### config.mk
export PLATFORM = sky130hd
export DESIGN_NAME = dbus_arbiter
export DESIGN_NICKNAME = d
export VERILOG_FILES = /design/src/rtl/arb_pkg.sv /design/src/rtl/rr_picker.sv /design/src/rtl/dbus_arbiter.sv
export SDC_FILE = /design/constraint.sdc
export NUM_CORES = 1
export LEC_CHECK = 0
export ABC_AREA = 1
export CAP_MARGIN = 20
export CORE_AREA = 2 2 243 245
export CTS_CLUSTER_SIZE = 30
export DETAILED_ROUTE_END_ITERATION = 16
export DIE_AREA = 0 0 245 247
export GPL_TIMING_DRIVEN = 0
export SKIP_LAST_GASP = 1
export SYNTH_ARGS = -nofsm -noshare
export SYNTH_HDL_FRONTEND = slang
export SYNTH_SLANG_ARGS = --single-unit
### constraint.sdc
create_clock -name clk -period 1.4 [get_ports clk]
set_input_delay 0.28 -clock clk [delete_from_list [all_inputs] [get_ports clk]]
set_output_delay 0.28 -clock clk [all_outputs]
set_load 0.05 [all_outputs]
### src/rtl/arb_pkg.sv
// Shared types for the data-bus arbiter: the bus request/response structs,
// the arbiter state encoding and the pointer-width helper.
package arb_pkg;

  localparam int ARB_MAX_N = 8;

  typedef enum logic [2:0] {
    MSIZE1 = 3'd0,
    MSIZE2 = 3'd1,
    MSIZE4 = 3'd2,
    MSIZE8 = 3'd3
  } msize_t;

  typedef logic [63:0] addr_t;
  typedef logic [63:0] word_t;
  typedef logic [7:0]  strobe_t;

  typedef struct packed {
    logic    valid;
    addr_t   addr;
    msize_t  size;
    strobe_t strobe;
    word_t   data;
  } dbus_req_t;

  typedef struct packed {
    logic  addr_ok;
    logic  data_ok;
    word_t data;
  } dbus_resp_t;

  typedef enum logic {
    ARB_IDLE = 1'b0,
    ARB_BUSY = 1'b1
  } arb_state_t;

  // Owner/pointer index width; a lone requester still gets one bit.
  function automatic int ptr_width(input int n);
    return (n > 1) ? $clog2(n) : 1;
  endfunction

endpackage

### src/rtl/rr_picker.sv
// Combinational winner selection: rotating priority starting at rr_ptr,
// or fixed lowest-index priority when ROUND_ROBIN is 0.
module rr_picker
  import arb_pkg::*;
#(
  parameter int N           = 2,
  parameter bit ROUND_ROBIN = 1'b1,
  localparam int PW         = ptr_width(N)
) (
  input  logic [N-1:0]  valid,
  input  logic [PW-1:0] rr_ptr,
  output logic          any,
  output logic [PW-1:0] winner
);

  logic [PW-1:0] w_base;

  assign w_base = ROUND_ROBIN ? rr_ptr : '0;

  // Each valid index gets its distance from the base with an explicit wrap,
  // so non-power-of-two N works; the smallest distance wins.
  always_comb begin
    int best_d;
    int d;
    // NOTE: every output gets a default before the loop so no path can infer a latch.
    any    = 1'b0;
    winner = '0;
    best_d = N;
    d      = 0;
    for (int i = 0; i < N; i++) begin
      if (valid[i]) begin
        d = i - int'(w_base);
        if (d < 0) d = d + N;
        if (d < best_d) begin
          best_d = d;
          winner = PW'(i);
          any    = 1'b1;
        end
      end
    end
  end

endmodule

### src/rtl/dbus_arbiter.sv
// Shares one data-bus port between N requesters: one owner at a time, its request
// latched until the downstream data_ok, and the response routed to the owner only.
module dbus_arbiter
  import arb_pkg::*;
#(
  parameter int N           = 2,
  parameter bit ROUND_ROBIN = 1'b1
) (
  input  logic         clk,
  input  logic         reset,
  input  dbus_req_t    req   [N],
  output dbus_resp_t   resp  [N],
  output dbus_req_t    dreq,
  input  dbus_resp_t   dresp,
  output logic [N-1:0] grant,
  output logic         busy
);

  localparam int PW = ptr_width(N);

  arb_state_t    r_state;
  logic [PW-1:0] r_owner;
  logic [PW-1:0] r_rr_ptr;
  dbus_req_t     r_dreq;
  logic [N-1:0]  r_grant;
  logic          r_busy;

  logic [N-1:0]  w_valid;
  logic          w_any;
  logic [PW-1:0] w_winner;

  always_comb begin
    for (int i = 0; i < N; i++) w_valid[i] = req[i].valid;
  end

  rr_picker #(
    .N           (N),
    .ROUND_ROBIN (ROUND_ROBIN)
  ) u_picker (
    .valid  (w_valid),
    .rr_ptr (r_rr_ptr),
    .any    (w_any),
    .winner (w_winner)
  );

  // NOTE: all state uses non-blocking assignments so every register sees pre-edge values.
  always_ff @(posedge clk) begin
    if (reset) begin
      r_state  <= ARB_IDLE;
      r_owner  <= '0;
      r_rr_ptr <= '0;
      r_dreq   <= '0;
      r_grant  <= '0;
      r_busy   <= 1'b0;
    end else begin
      case (r_state)
        ARB_IDLE: begin
          if (w_any) begin
            r_owner <= w_winner;
            r_dreq  <= req[w_winner];
            r_grant <= N'(1) << w_winner;
            r_busy  <= 1'b1;
            r_state <= ARB_BUSY;
          end
        end
        ARB_BUSY: begin
          // addr_ok alone keeps ownership; only data_ok ends the transaction.
          if (dresp.data_ok) begin
            r_dreq  <= '0;
            r_grant <= '0;
            r_busy  <= 1'b0;
            r_state <= ARB_IDLE;
            if (ROUND_ROBIN) begin
              r_rr_ptr <= (r_owner == PW'(N - 1)) ? '0 : r_owner + PW'(1);
            end
          end
        end
        default: r_state <= ARB_IDLE;
      endcase
    end
  end

  assign dreq  = r_dreq;
  assign grant = r_grant;
  assign busy  = r_busy;

  // Gating with reset drops a data_ok that coincides with a reset cycle.
  always_comb begin
    for (int j = 0; j < N; j++) begin
      resp[j] = '0;
      if (r_state == ARB_BUSY && !reset && r_owner == PW'(j)) resp[j] = dresp;
    end
  end

  a_n_range: assert property (@(posedge clk) (N >= 2) && (N <= ARB_MAX_N));
  a_grant_onehot: assert property (@(posedge clk) $onehot0(grant));
  a_busy_state: assert property (@(posedge clk) busy == (r_state == ARB_BUSY));
  a_dreq_stable: assert property (@(posedge clk)
    (r_state == ARB_BUSY && !dresp.data_ok && !reset) |=> $stable(dreq));

endmodule

# --- After elaboration in Yosys (flattened, before gate mapping) ---
# Cells that the tools add are included.
classes:
  reduce_logical: 7
  eq_ne: 2
  bitwise: 3
  shift: 1
  addsub: 5
  order_cmp: 5
  mux: 30
op_table:
  columns: ["cell", "n"]
  rows:
  - ["140-bit two-way mux", 5]
  - ["140-bit case mux with 2 select lines", 1]
  - ["32-bit two-way mux", 6]
  - ["66-bit two-way mux", 2]
  - ["32-bit by 3-bit adder with 32-bit output, second input constant", 2]
  - ["32-bit by 1-bit < comparator with 1-bit output, second input constant", 2]
  - ["32-bit by 3-bit < comparator with 1-bit output, second input constant", 1]
  - ["32-bit < comparator", 1]
  - ["1-bit two-way mux", 11]
  - ["2-bit AND reduction", 3]
  - ["2-bit two-way mux", 2]
  - ["1-bit case mux with 2 select lines", 2]
  - ["2-bit case mux with 2 select lines", 1]
  - ["1-bit by 1-bit subtractor with 2-bit output, first input constant", 2]
  - ["1-bit logical AND", 3]
  - ["2-bit >= comparator, second input constant", 1]
  - ["2-bit by 1-bit != test with 1-bit output, second input constant", 1]
  - ["2-bit != test, second input constant", 1]
  - ["1-bit NOT", 2]
  - ["1-bit NOT with 2-bit output", 1]
  - ["1-bit by 1-bit left shift with 2-bit output, first input constant", 1]
  - ["1-bit adder, second input constant", 1]
  - ["1-bit zero test", 1]
totals:
  register_bits: 146
  out_inout_bits: 275

# --- Depth between registers and ports, before layout ---
# Gate-level depths: netlist of the first run.
depth:
  depth_word: 16
  mapped_depth: 9
  mapped_depth_nobuf: 7

# --- Hierarchy ---
# A second synthesis of the first run with hierarchy kept.
unflattened:
  cells_unflattened: 1614
  hier_area_um2: 8922.3
by_module_without_submodules:
  columns: ["mod", "area_each_um2", "cells_per_inst", "seq_area_each_um2", "instances"]
  rows:
  - ["dbus_arbiter", 8903.5, 1610, 2922.8, 1]
  - ["rr_picker", 18.8, 4, 0.0, 1]

# --- Worst setup path before layout of the first run ---
# No wires, ideal clock.
synth_path:
  kind: "register to output"
  startpoint: "register r_state"
  endpoint: "output port resp[101] (netlist bit)"
  slack_ns: -0.419
  arrival_ns: 1.539
  path_stages_with_launch: 5
  n_path_buf: 2
  required_ns: 1.120
  cell_sequence: "dfxtp_1 > nand3b_1 > buf_2 > buf_1 > nor2_1"
synth_rtl:
  columns: ["element", "line_no", "text"]
  rows:
  - ["from (decl)", "dbus_arbiter.sv:21", "arb_state_t r_state;"]
  - ["from (signal assigned)", "dbus_arbiter.sv:49", "r_state <= ARB_IDLE;"]
  - ["from (signal assigned)", "dbus_arbiter.sv:63", "r_state <= ARB_BUSY;"]
  - ["from (signal assigned)", "dbus_arbiter.sv:72", "r_state <= ARB_IDLE;"]
  - ["to (decl)", "dbus_arbiter.sv:12", "output dbus_resp_t resp [N],"]

==> results of run 1 <==
-- registers in the layout, indices dropped and copies added, names as in the netlist --
signal    cells
busy          1
r_rr_ptr      1
r_state       1
r_owner       1
dreq        140
grant         2
-- final cells by class --
cell class	count	area, µm²	share of cell area
Sequential cell	146	2940	0.140
Antenna cell	1	2.50	0.000119
Multi-Input combinational cell	884	6380	0.303
Clock buffer	17	425	0.0202
Clock inverter	15	195	0.00926
Tap cell	773	967	0.0459
Timing Repair Buffer	711	7740	0.367
Buffer	127	1630	0.0772
Inverter	209	792	0.0376
-- routing by layer --
layer	wire length (µm)	track usage
met1	25300	0.229
met2	32400	0.357
met3	4760	0.0563
met4	2980	0.0916
met5	30	0
-- report_power, final --
| part | switching [mW] | internal, mW |
|---|---|---|
| sequential | 0.311 | 4.54 |
| clock | 2.29 | 2.85 |
| combinational | 4.61 | 3.38 |
| total | 7.21 | 10.8 |
-- cells in the mapped netlist --
master | n | area (µm²)
a21oi_1 | 6 | 30.0
buf_1 | 21 | 78.8
buf_2 | 35 | 175
buf_4 | 2 | 15.0
clkbuf_1 | 73 | 274
dfxtp_1 | 146 | 2920
inv_1 | 207 | 777
inv_2 | 2 | 7.51
nand2_1 | 148 | 556
nand2_2 | 1 | 6.26
nand3_1 | 323 | 1620
nand3b_1 | 1 | 7.51
nand4_1 | 139 | 870
nor2_1 | 232 | 871
o21ai_0 | 10 | 50.1
o21ai_1 | 22 | 110
o21ai_4 | 1 | 16.3
o22ai_1 | 1 | 6.26
-- kinds of logic after synthesis --
| group | after synthesis |
|---|---|
| flip-flops | 146 |
| buffers and inverters | 340 |
| AND/OR/NAND/NOR | 844 |
| AO/OA/AOI/OAI | 40 |
-- worst max path at each step --
| stage | endpoint | from | cells after the start |
|---|---|---|---|
| floorplan | resp[131] | r_owner | 3 |
| global placement | resp[78] | reset | 6 |
| detailed placement | resp[80] | reset | 6 |
| CTS | resp[127] | r_owner | 6 |
| global route | resp[127] | r_owner | 6 |
| finish | resp[127] | r_owner | 6 |
-- worst max-delay path, stage by stage, from the launching register on --
cell and delay, ns:
dfxtp_4 0.37, nand3b_1 0.17, buf_6 0.15, buf_12 0.15
buf_16 0.15, nor2_4 0.14, buf_8 0.16
-- metrics by stage --
stage | area, µm² | setup WS (ns)
global route | 21100 | -0.721
floorplan | 9220 | -0.193
CTS | 19600 | -0.697
finish | 21100 | -0.661
detailed placement | 16400 | -1.90
global placement | 16400 | -1.90
-- repair_timing --
item / in CTS / in global routing
setup endpoints to repair: 421 / 301
pin swaps: 115 / 146
gates cloned: 27 / 11
buffers inserted: 43 / 19
resized for setup: 2261 / 323
==> results_dict.tcl, run 1 <==
set metrics [dict create \
    start_util 0.144 \
    hold_depth 2 \
    gr-total-overflow 0 \
    port_buffers 621 \
    clock_latency_ns 0.49 \
    vias_per_cell 4.42 \
    yosys.area_share.simple 0.468 \
    yosysWarningCount 0 \
    io_pins 623 \
    ctsLongestPathBuffers 2 \
    p_leak_nw 9.82 \
    maxSlewViolCount 0 \
    r2r-start "r_state" \
    die_x_um 245 \
    cts_tree "built" \
    p_per_area_nw_per_um2 853 \
    gp_congestion 0.943 \
    max-vdd-ir-drop_mv 0.900 \
    grt_usage 0.204 \
    cts_sinks 146 \
    clock.fmax_mhz 485 \
    layout_setup_ws_ns -0.661 \
    coreArea_um2 58200 \
    cp_max_fo 8 \
    hold_end "r_owner" \
    setup_viol 279 \
    dp_hpwl_um 47700 \
    postSynthAreaPerCell_um2 6.12 \
    die-area_um2 60500 \
    die_h_um 247 \
    place_inst 2764 \
    synth-compound-area-share 0.0254 \
    yosys.area_share.xor_xnor 0 \
    synth_top_family_by_area "simple AND/OR/NAND/NOR gates" \
    violations "setup timing" \
    ys_types 18 \
    stdcell_count 2883 \
    antenna_found_initial 3 \
    wl_um 65500 \
    synth-seq-cells 146 \
    skew_ns 0.00696 \
    finalNetCount 2444 \
    drive_above_1_share 0.421 \
    drc 0 \
    worstPathArrival_ns 1.78 \
    grt_setup_unrepaired "true" \
    reg2reg_setup_slack_ns -0.23 \
    grt_pass1_vias 12200 \
    maxCapViolations 0 \
    drtAntennaViolNets 0 \
    synthAdderAreaFrac 0 \
    layout_min_cycle_time_ns 2.06 \
    syn_nets 1718 \
    hold_slack_ns 0.248 \
    grt_max_degree 17 \
    cp_data_required_time_ns 1.12 \
    areaGrowthSynthToFinish_pct 151 \
    min_from "reset" \
    layout_common_cells "344 x clkdlybuf4s50_1, 203 x inv_1, 166 x nand3_1" \
    outcome "complete, but fails checks" \
    firstDrtPassIters 4 \
    cts.htree.levels 4 \
    rows 89 \
    r2r-end "dreq[54]" \
    synthesis.area_um2 8390 \
    grt_pass1_wl_um 87600 \
    relSlewSlack 0.533 \
    postLayoutCoreUtil 0.362 \
    post_drt_wl_per_cell_um 22.7 \
    cts_hold_buf 0 \
    totalPowerFinal_mw 18.0 \
    end_kind "primary output" \
    fin_setup_tns_ns -89.41 \
    routed-via-count 12700 \
    clkTransAtPathRegs_ns 0.07 \
    finalCritPeriodShare 1.47 \
    dr.first_iter.drc_count 480 \
    ys_seq_area_frac 0.348 \
    worstRegToRegCells 11 \
    hold_viol_final 0 \
    synth_mux_area_frac 0 \
    syn_inst 1370 \
    cts_buffers 17 \
    worstMarginPinSlew_ns 0.700 \
    start_kind "flop" \
    fillers 5971 \
    cts_root_buf "clkbuf_16" \
    criticalPathCategory "flop to primary output" \
    min_path_type "input port to flop" \
    final_common_cell "clkdlybuf4s50_1" \
]
Power figures use the tool's default switching activity.
==> inputs of run 2 (changes only) <==
SETUP_SLACK_MARGIN = 0.2   (was default)
==> run 2 against run 1 <==
  * The flow still finishes with violations (setup timing)
  * Global-route usage decreased by 1.7 points
  * Hold slack got worse by 0.056 ns
  * Non-clock buffer count rose by 26
  * Sequential share of layout area is 0.15 points higher
  * Power up 1.2%
  * Setup slack improved by 0.094 ns
  * Die area stayed put
  * Largest power group unchanged
==> results_dict.tcl, run 2 (synthesized netlist as in run 1, its figures left out) <==
set metrics [dict create \
    worstRegToRegCells 10 \
    maxCapViolations 0 \
    cp_max_fo 10 \
    wl_um 64500 \
    cts_sinks 146 \
    fin_setup_tns_ns -94.03 \
    setup_viol 274 \
    dpl_cell_area_um2 16800 \
    routed-via-count 13000 \
    grt_usage 0.187 \
    violations "setup timing" \
    die_x_um 245 \
    clock_latency_ns 0.48 \
    die_h_um 247 \
    coreArea_um2 58200 \
    p_sw_frac 0.398 \
    pre_cts_ws_ns -1.73 \
    drc 0 \
    hold_depth 3 \
    cpLargestDelayFamily "buffers and inverters" \
    ctsLongestPathBuffers 2 \
    drive_above_1_share 0.488 \
    cts_root_buf "clkbuf_16" \
    reg2reg_setup_slack_ns -0.27 \
    cts_tree "built" \
    gp_congestion 0.928 \
    relSlewSlack 0.544 \
    worstMarginPinSlew_ns 0.684 \
    stdcell_count 2912 \
    cp_data_required_time_ns 1.12 \
    p_per_area_nw_per_um2 819 \
    grt_pass1_wl_um 82000 \
    layout_setup_ws_ns -0.567 \
    criticalPathCategory "flop to primary output" \
    finalCritPeriodShare 1.41 \
    outcome "complete, but fails checks" \
    net-switching-power_mw 7.25 \
    die-area_um2 60500 \
    clkTransAtPathRegs_ns 0.07 \
    path_buf_inv 3 \
    seqPwrFrac 0.276 \
    p_int_mw 10.9 \
    final_common_cell "clkdlybuf4s50_1" \
    comb_power_share 0.467 \
    maxSlewViolCount 0 \
    hold_viol_final 0 \
    antenna_found_initial 2 \
    path_cells "nand3b_1 -> buf_6 -> clkbuf_16 -> nor2_4 -> buf_12" \
    grt_setup_unrepaired "true" \
    finalNetCount 2470 \
    largest_reg_flops 140 \
    max-vdd-ir-drop_mv 0.746 \
    start_kind "flop" \
    start_util 0.144 \
    dp_hpwl_um 46800 \
    grt_pass1_vias 12200 \
    worstPathArrival_ns 1.69 \
    post_drt_wl_per_cell_um 22.1 \
    cp_slowest_cell "dfxtp_2" \
    port_buffers 621 \
    areaGrowthSynthToFinish_pct 165 \
    layout_common_cells "344 x clkdlybuf4s50_1, 203 x inv_1, 184 x buf_8" \
    cts.htree.levels 4 \
    final_area_um2 22200 \
    cp.depth 5 \
    drtAntennaViolNets 0 \
    place_inst 2764 \
    gr-total-overflow 0 \
    vias_per_cell 4.47 \
    critPathMaxStageDelay_ns 0.34 \
    totalPowerFinal_mw 18.2 \
    layout_min_cycle_time_ns 1.97 \
    cts_hold_buf 0 \
    end_kind "primary output" \
    dr.first_iter.drc_count 784 \
    io_pins 623 \
    grt_max_degree 17 \
    p_leak_nw 10.1 \
    skew_ns 0.0115 \
    clock.fmax_mhz 508 \
    min_path_type "input port to flop" \
    p_clk_frac 0.256 \
    rows 89 \
    firstDrtPassIters 5 \
    cts_buffers 17 \
]
## run 2: cell type report
type | count | area (µm²)
clock buffers | 18 | 429
multi-input cells | 884 | 6420
plain buffers | 129 | 1400
flip-flops and latches | 146 | 3140
clock inverters | 14 | 126
repair buffers | 735 | 8920
well taps | 773 | 967
fillers | 5777 | 36000
inverters | 209 | 805
diodes | 4 | 10.0
## run 2: worst paths after layout
check            from        to
min reg2reg   r_owner   r_owner
max reg2reg   r_state  dreq[93]
min          req[139]   r_state
max           r_owner  resp[88]
## run 2: power by group through the flow
stage / Sequential [mW] / Clock, mW / Combinational, mW
after floorplan: 6.08 / 0 / 2.28
after global placement: 4.84 / 0 / 6.34
after detailed placement: 4.85 / 0 / 6.37
after CTS: 4.76 / 4.82 / 6.49
after global routing: 5.06 / 4.99 / 8.92
final: 5.03 / 4.67 / 8.50
## run 2: tightest hold or removal path, cell delays in order
cell and delay, ns:
buf_8 0.13, nor2_1 0.10, a21oi_2 0.13
## run 2: timing repair
action                                  4_1_cts  5_1_grt
resized for setup                           955     1796
endpoints found under the hold margin         0        0
gates cloned                                  4       31
endpoints found under the setup margin      421      421
pin swaps                                     7      175
setup buffers                                 4       75
## run 2: through the flow
stage	hold WS [ns]	util
global route	0.182	0.381
global placement	0.452	0.288
floorplan	0.349	-
detailed placement	0.468	0.288
CTS	0.0839	0.305
finish	0.191	0.381
## run 2: metal layers
metal | part of all wire | track usage
met3 | 0.062 | 0.0473
met1 | 0.39 | 0.212
met5 | 0 | 0
met2 | 0.51 | 0.325
met4 | 0.043 | 0.0922
==> inputs of run 3 (changes only) <==
PLACE_DENSITY = 0.37   (was default)
clock period = 1.95 ns   (was 1.4 ns; I/O delays follow)
==> run 3 against run 2 <==
  * The run still ends with setup timing left
  * Sequential share of layout area is 2.4 points higher
  * Clock skew fell by 0.0030 ns
  * Core utilization decreased by 7.7 points
  * Setup slack improved by 0.40 ns
  * Routed wire length down 1.5%
  * Global-route usage is 1.6 points higher
  * Final cell count decreased by 3.3%
  * Register-to-register slack better by 0.49 ns
  * Largest power group unchanged
  * Highest routed layer is now met5
==> results_dict.tcl, run 3 (synthesized netlist as in run 1, its figures left out) <==
set metrics [dict create \
    drtAntennaViolNets 0 \
    hold_slack_ns 0.355 \
    drive_above_1_share 0.225 \
    stdcell_count 2816 \
    end_kind "primary output" \
    cts.htree.levels 4 \
    fillers 6370 \
    port_buffers 621 \
    worstPathArrival_ns 1.72 \
    start_util 0.144 \
    layout_common_cells "344 x clkdlybuf4s50_1, 322 x nand3_1, 207 x inv_1" \
    grt_setup_unrepaired "true" \
    cts_hold_buf 0 \
    max-vdd-ir-drop_mv 0.468 \
    coreArea_um2 58200 \
    r2r-start "r_state" \
    die_x_um 245 \
    die-area_um2 60500 \
    vias_per_cell 4.25 \
    layout_min_cycle_time_ns 2.11 \
    r2r-end "dreq[15]" \
    criticalPathCategory "flop to primary output" \
    antenna_found_initial 10 \
    skew_ns 0.00845 \
    hold_viol_final 0 \
    maxCapViolations 0 \
    cts_sinks 146 \
    totalPowerFinal_mw 11.6 \
    critical_path.startpoint "r_owner" \
    grt_pass1_wl_um 87100 \
    final_common_cell "clkdlybuf4s50_1" \
    finalCritPeriodShare 1.08 \
    min_path_type "input port to flop" \
    cts_root_buf "clkbuf_16" \
    min_from "reset" \
    reg2reg_setup_slack_ns 0.22 \
    routed-via-count 12000 \
    place_inst 2764 \
    clkTransAtPathRegs_ns 0.07 \
    postLayoutCoreUtil 0.305 \
    cts_tree "built" \
    post_drt_wl_per_cell_um 22.6 \
    layout_setup_ws_ns -0.164 \
    ctsLongestPathBuffers 2 \
    maxSlewViolCount 0 \
    cts_buffers 17 \
    grt_max_degree 17 \
    rows 89 \
    p_per_area_nw_per_um2 654 \
    finalNetCount 2374 \
    relSlewSlack 0.561 \
    worstMarginPinSlew_ns 0.658 \
    start_kind "flop" \
    endpoint "resp[42]" \
    drc 0 \
    gp_congestion 0.946 \
    largest_reg_flops 140 \
    grt_usage 0.203 \
    setup_viol 125 \
    io_pins 623 \
    areaGrowthSynthToFinish_pct 111 \
    p_leak_nw 9.60 \
    cp_max_fo 10 \
    grt_pass1_vias 11900 \
    gr-total-overflow 0 \
    cp_data_required_time_ns 1.56 \
    clock.fmax_mhz 473 \
    dr.first_iter.drc_count 464 \
    violations "setup timing" \
    firstDrtPassIters 4 \
    dp_hpwl_um 51300 \
    worstRegToRegCells 8 \
    clock_latency_ns 0.49 \
    outcome "complete, but fails checks" \
    die_h_um 247 \
    wl_um 63500 \
]
==> run 3: cell types whose count changed in the layout (fill, tap and decap cells not counted), sizes merged <==
cell           change
clkdlybuf4s15      +1
buf              -242
dlygate4sd2        -1
bufinv             +2
dlymetal6s2s      +97
inv                -2
clkbuf            +49
==> run 3: area by class of cell <==
class,count,area (µm²),share of cell area
clock inverters,14,179,0.0101
plain buffers,131,830,0.0468
well taps,773,967,0.0545
clock buffers,18,439,0.0248
inverters,209,786,0.0443
multi-input cells,884,4820,0.272
diodes,4,10.0,0.000564
flip-flops and latches,146,2930,0.165
repair buffers,637,6780,0.382
==> run 3: worst min-delay path by stage <==
stage / to / cells past startpoint
after floorplan: r_owner / 2
after global placement: grant[0] / 2
after detailed placement: grant[0] / 2
after CTS: r_owner / 2
after global routing: r_owner / 2
final: r_owner / 2
==> run 3: report_power, final <==
part	internal, mW	switching (mW)	total [mW]	leakage, nW
Combinational	1.68	2.86	4.53	8.10
Clock	2.06	1.60	3.66	0.299
Sequential	3.25	0.150	3.40	1.21
Total	6.99	4.61	11.6	9.60
==> run 3: repair_timing <==
item,in CTS,in global routing
setup buffers,3,9
pin swaps,1,5
gates cloned,3,1
setup endpoints to repair,421,421
resized for setup,966,464
==> run 3: layer usage <==
metal / track usage / wire, µm
met5: 0 / 69
met4: 0.0683 / 1990
met1: 0.213 / 23400
met3: 0.0730 / 5290
met2: 0.373 / 32800
==> run 3: metrics by stage <==
step | cell area, µm² | TNS [ns] | setup WS, ns
floorplan | 8750 | -0.826 | -0.0207
global placement | 15900 | -290.80 | -1.72
detailed placement | 15900 | -295.44 | -1.75
CTS | 16900 | -56.62 | -0.231
global route | 17700 | -24.68 | -0.241
finish | 17700 | -13.35 | -0.164
==> run 3: worst max-delay path: stages, from the launching register on <==
cell	delay, ns
dfxtp_2	0.35
buf_12	0.10
nand3_4	0.12
clkbuf_16	0.20
buf_12	0.16
nor2_4	0.13
buf_6	0.18
